**config.mk**
```make
export PLATFORM = sky130hd
export DESIGN_NAME = seq_right_shifter
export DESIGN_NICKNAME = d
export VERILOG_FILES = /design/src/rtl/barrel_pkg.sv /design/src/rtl/right_step.sv /design/src/rtl/seq_right_shifter.sv
export SDC_FILE = /design/constraint.sdc
export NUM_CORES = 1
export LEC_CHECK = 0
export ABC_AREA = 1
export CAP_MARGIN = 20
export CORE_MARGIN = 5
export CORE_UTILIZATION = 53
export CTS_CLUSTER_SIZE = 10
export DETAILED_ROUTE_END_ITERATION = 10
export GPL_ROUTABILITY_DRIVEN = 0
export PLACE_DENSITY_LB_ADDON = 0.25
export SLEW_MARGIN = 40
export SYNTH_ARGS = -nofsm -noshare
export SYNTH_HDL_FRONTEND = slang
export SYNTH_SLANG_ARGS = --single-unit
```
**constraint.sdc**
```tcl
create_clock -name clk -period 1.7 [get_ports clk]
set_input_delay 0.17 -clock clk [delete_from_list [all_inputs] [get_ports clk]]
set_output_delay 0.17 -clock clk [all_outputs]
set_load 0.01 [all_outputs]
```
**src/rtl/barrel_pkg.sv**
```systemverilog
// Shared definitions for the barrel-shifter family: default sizes, mode
// encodings and the sequential right shifter's state encoding.
package barrel_pkg;

    // Default data width and matching shift-amount width (clog2 of WIDTH).
    localparam int unsigned WIDTH_DEF = 8;
    localparam int unsigned AMT_W_DEF = 3;

    // Shift mode encodings; 2'b11 is reserved and behaves as logical.
    localparam logic [1:0] MODE_LSR = 2'b00;
    localparam logic [1:0] MODE_ASR = 2'b01;
    localparam logic [1:0] MODE_ROR = 2'b10;

    // Sequential right shifter control states.
    typedef enum logic [1:0] {
        ST_IDLE  = 2'd0,
        ST_SHIFT = 2'd1,
        ST_DONE  = 2'd2
    } shr_state_e;

endpackage : barrel_pkg

```
**src/rtl/right_step.sv**
```systemverilog
// Single-position right shift/rotate step.
// Ports:
//   data_i  operand
//   mode_i  shift mode (logical, arithmetic, rotate; reserved acts as logical)
//   data_o  operand shifted right by one bit position
module right_step
    import barrel_pkg::*;
#(
    parameter int unsigned WIDTH = WIDTH_DEF
) (
    input  logic [WIDTH-1:0] data_i,
    input  logic [1:0]       mode_i,
    output logic [WIDTH-1:0] data_o
);

    logic msb_in;

    // Bit shifted into the MSB position depends on the mode.
    always_comb begin
        msb_in = 1'b0;
        case (mode_i)
            MODE_ASR: msb_in = data_i[WIDTH-1];
            MODE_ROR: msb_in = data_i[0];
            default:  msb_in = 1'b0;
        endcase
    end

    assign data_o = {msb_in, data_i[WIDTH-1:1]};

endmodule : right_step

```
**src/rtl/seq_right_shifter.sv**
```systemverilog
// Multi-cycle right shifter/rotator: one bit position per clock, with a
// start/busy/done handshake. Result is loaded into y only on entry to DONE.
// Ports:
//   clk    rising-edge clock
//   rst_n  synchronous active-low reset
//   start  request, sampled only in IDLE
//   a      operand, captured on accepted start
//   amt    shift amount 0..WIDTH-1, captured on accepted start
//   mode   00 logical, 01 arithmetic, 10 rotate, 11 logical
//   busy   high while shifting
//   done   one-cycle pulse when y becomes valid
//   y      registered result, held until the next result
module seq_right_shifter
    import barrel_pkg::*;
#(
    parameter int unsigned WIDTH = WIDTH_DEF,
    parameter int unsigned AMT_W = AMT_W_DEF
) (
    input  logic             clk,
    input  logic             rst_n,
    input  logic             start,
    input  logic [WIDTH-1:0] a,
    input  logic [AMT_W-1:0] amt,
    input  logic [1:0]       mode,
    output logic             busy,
    output logic             done,
    output logic [WIDTH-1:0] y
);

    shr_state_e       state_q, state_d;
    logic [WIDTH-1:0] data_q, data_d;
    logic [AMT_W-1:0] cnt_q, cnt_d;
    logic [1:0]       mode_q, mode_d;
    logic [WIDTH-1:0] y_q, y_d;
    logic             busy_q, busy_d;
    logic             done_q, done_d;
    logic [WIDTH-1:0] step_data;

    right_step #(
        .WIDTH (WIDTH)
    ) u_step (
        .data_i (data_q),
        .mode_i (mode_q),
        .data_o (step_data)
    );

    // Next-state and datapath update.
    always_comb begin
        state_d = state_q;
        data_d  = data_q;
        cnt_d   = cnt_q;
        mode_d  = mode_q;
        y_d     = y_q;

        case (state_q)
            ST_IDLE: begin
                if (start) begin
                    data_d = a;
                    cnt_d  = amt;
                    mode_d = mode;
                    if (amt != AMT_W'(0)) begin
                        state_d = ST_SHIFT;
                    end else begin
                        state_d = ST_DONE;
                        y_d     = a;
                    end
                end
            end
            ST_SHIFT: begin
                data_d = step_data;
                cnt_d  = cnt_q - AMT_W'(1);
                // Leaving at cnt==1 means the counter never wraps.
                if (cnt_q == AMT_W'(1)) begin
                    state_d = ST_DONE;
                    y_d     = step_data;
                end
            end
            ST_DONE: begin
                state_d = ST_IDLE;
            end
            default: begin
                state_d = ST_IDLE;
            end
        endcase

        // Status outputs are registered copies of the next-state decode.
        busy_d = (state_d == ST_SHIFT);
        done_d = (state_d == ST_DONE);
    end

    // State and datapath registers with synchronous reset.
    always_ff @(posedge clk) begin
        if (!rst_n) begin
            state_q <= ST_IDLE;
            data_q  <= '0;
            cnt_q   <= '0;
            mode_q  <= MODE_LSR;
            y_q     <= '0;
            busy_q  <= 1'b0;
            done_q  <= 1'b0;
        end else begin
            state_q <= state_d;
            data_q  <= data_d;
            cnt_q   <= cnt_d;
            mode_q  <= mode_d;
            y_q     <= y_d;
            busy_q  <= busy_d;
            done_q  <= done_d;
        end
    end

    assign busy = busy_q;
    assign done = done_q;
    assign y    = y_q;

endmodule : seq_right_shifter

```
==> run metrics <==
number of diodes 0; maximum level of the CTS H-tree 1; classification of the worst setup path flip-flop to output pin; final slew viol count 0; capturing instance or port of the critical path y[5]; required time of the critical path 1.53 ns; worst-path cell chain clkdlybuf4s50_1; initial drt markers 7; most frequent cells in the layout 34 x sky130_fd_sc_hd__nand2_1, 25 x sky130_fd_sc_hd__dfxtp_1, 25 x sky130_fd_sc_hd__clkdlybuf4s50_1, 18 x sky130_fd_sc_hd__nor2_1, 17 x sky130_fd_sc_hd__inv_1; clk sink count 25; R2R depth 7; sort of element at the end of the critical path output pin; Die Y-Extent 58.1 um; reg-to-reg setup timing slack 0.40 ns; number of nets in the layout 209; Detailed Route WL 2410 um; library cells used by synthesis 24; overall power of the completed layout 0.00131 W; RSZ-0062 raised after global routing false; Least-Margin Pin Slew 0.268 ns; PwrDens 872 nW/um^2; clock transition at the registers of the reported paths 0.14 ns; worst setup slack after placement 0.210 ns; via density per instance 4.83; total number of cells along the worst setup path 1; number of global-route vias before repair 1,100; headroom to the max-slew limit 82.0%; share of layout cells above drive strength 1 14.9%; Setup Viol. Count Final 0; setup TNS 0 ns; core box area 2210 sq um; Syn Area/Cell 7.51 sq um; largest incremental delay on the critical path 0.55 ns; effective utilization at floorplan 55.4%; worst path bufs/invs 1; clk buf depth 2; per-cell routed wire length 11.2 um; wire length of the first global-routing pass 4410 um; number of buffers created by CTS 3; x dimension of the die 58.1 um; period utilization 82.9%; worst-path fanout max 2; Max Freq 0.709 GHz; type of element launching the critical path flip-flop; initial antenna violation count 0; post-route ant nets 0; most frequent standard cell in the layout excluding fill and tap cells sky130_fd_sc_hd__nand2_1; Peak supply drop 784 uV; min cycle time layout 1.41 ns; count of fill cells added during filler insertion 207; number of placement rows 17; Post-Synthesis Cells 163; setup slack of the critical path after layout 0.290 ns; post-synth design cell area 1220 sq um; routed vias 1,044; remaining routing DRC violations 0; worst hold start mode[1]; count of yosys warnings during synthesis 0; TritonCTS clock tree done; number of detailed-route iterations in the first pass 2; maximum number of pins on one net before global-route repair 22; count of instances resized after the clock tree is built 0; outcome completed; capturing point of the worst reg2reg path y[7]; largest clock skew in the final design 0.00284 ns; #FFs+latches synth 25; kind of cell with the highest combined delay on the critical path buffers and inverters; Final HPWL DP 1850 um; hold bufs inserted after CTS 0; Total Die Area 3370 sq um; growth of design area from synthesis to finish 22.5%; leakage 0.661 nW; Root Driver sky130_fd_sc_hd__clkbuf_4; worst setup path startpoint y[5]; PortBufs 25; maxcap violations 0; Arr. time, crit path 1.24 ns; worst flop-to-flop path startpoint state_q[1]; hold violation count in the final report 0; grt ovf 0; global-route total usage across every layer 16.3%; cell with the biggest individual delay on the critical path sky130_fd_sc_hd__clkdlybuf4s50_1; portion of the post-synthesis area used by sequential elements 40.9%; setup fix buffers added after clock tree synthesis 0; synthesized net count 183; I/O pin count 26; Worst Hold Class primary input to flip-flop; clock insertion delay at the later pin of the skew report 0.31 ns
==> registers in the layout, summed over array words and instances, names as in the netlist <==
signal / flops
data_q: 8
y: 8
cnt_q: 3
mode_q: 2
state_q: 2
busy: 1
done: 1
==> routing by layer <==
metal	share of wire, %	wire [um]	global-route usage, %	up-vias
met1	44	1060	19.2	455
met2	49	1190	28.2	19
met5	0	0	0	-
met4	2.4	59	6.62	0
li1	-	-	-	564
met3	4.2	101	3.79	6
==> area by class of cell <==
type                    count  area (sq um)  share of cell area [%]
clock buffers               3          22.5                    1.50
inverters                  20          82.6                    5.50
well taps                  28          35.0                    2.34
flip-flops and latches     25           500                    33.4
clock inverters             1          7.51                   0.500
repair buffers             26           258                    17.2
multi-input cells         113           594                    39.6
==> through the flow <==
| step | instances | hold WS, ns | util (%) | instance area, sq um |
|---|---|---|---|---|
| after floorplan | 163 | 0.343 | - | 1220 |
| after global routing | 216 | 0.482 | 67.8 | 1500 |
| after CTS | 216 | 0.468 | 67.8 | 1500 |
| final | 216 | 0.476 | 67.8 | 1500 |
| after detailed placement | 212 | 0.477 | 66.5 | 1470 |
| after global placement | 212 | 0.460 | 66.5 | 1470 |
==> where the power goes <==
group          total, W  switching [W]  internal, W
Combinational  0.000355       0.000204     0.000150
Sequential     0.000687      0.0000361     0.000651
Clock          0.000266       0.000176    0.0000896
==> synthesized netlist by cell type <==
master                     count  area [sq um]
sky130_fd_sc_hd__inv_1        17          63.8
sky130_fd_sc_hd__dfxtp_1      25           500
sky130_fd_sc_hd__inv_2         1          3.75
sky130_fd_sc_hd__nand2_2       6          37.5
sky130_fd_sc_hd__ha_1          4          50.1
sky130_fd_sc_hd__inv_4         1          6.26
sky130_fd_sc_hd__buf_2         1          5.00
sky130_fd_sc_hd__a21oi_1      12          60.1
sky130_fd_sc_hd__nand2_1      34           128
sky130_fd_sc_hd__buf_12        1          20.0
sky130_fd_sc_hd__clkbuf_1      1          3.75
sky130_fd_sc_hd__nand3b_1      1          7.51
sky130_fd_sc_hd__nor2_1       18          67.6
sky130_fd_sc_hd__nor2_2        8          50.1
sky130_fd_sc_hd__nand3_1       4          20.0
sky130_fd_sc_hd__nand3_4       1          17.5
sky130_fd_sc_hd__clkinv_4      1          8.76
sky130_fd_sc_hd__nand2_4       4          45.0
sky130_fd_sc_hd__o21ai_1       5          25.0
sky130_fd_sc_hd__buf_4         1          7.51
sky130_fd_sc_hd__buf_6         1          11.3
sky130_fd_sc_hd__o21ai_2       1          8.76
sky130_fd_sc_hd__o211ai_1      1          7.51
sky130_fd_sc_hd__o21ai_0      14          70.1
==> cells by family after synthesis <==
logic type               Yosys count  synth area share, %
buffers and inverters             25                 10.6
adder cells (fa/ha/maj)            4                 4.09
AO/OA/AOI/OAI                     33                 14.0
AND/OR/NAND/NOR                   76                 30.4
flip-flops                        25                 40.9
==> how the worst min path moves through the flow <==
| stage | end | slack [ns] | depth (start not counted) |
|---|---|---|---|
| global route | mode_q[0] | 0.48 | 3 |
| detailed placement | mode_q[1] | 0.48 | 2 |
| CTS | mode_q[1] | 0.47 | 3 |
| finish | mode_q[1] | 0.48 | 3 |
| global placement | mode_q[1] | 0.46 | 2 |
| floorplan | done | 0.34 | 2 |
Power figures use the tool's default switching activity.
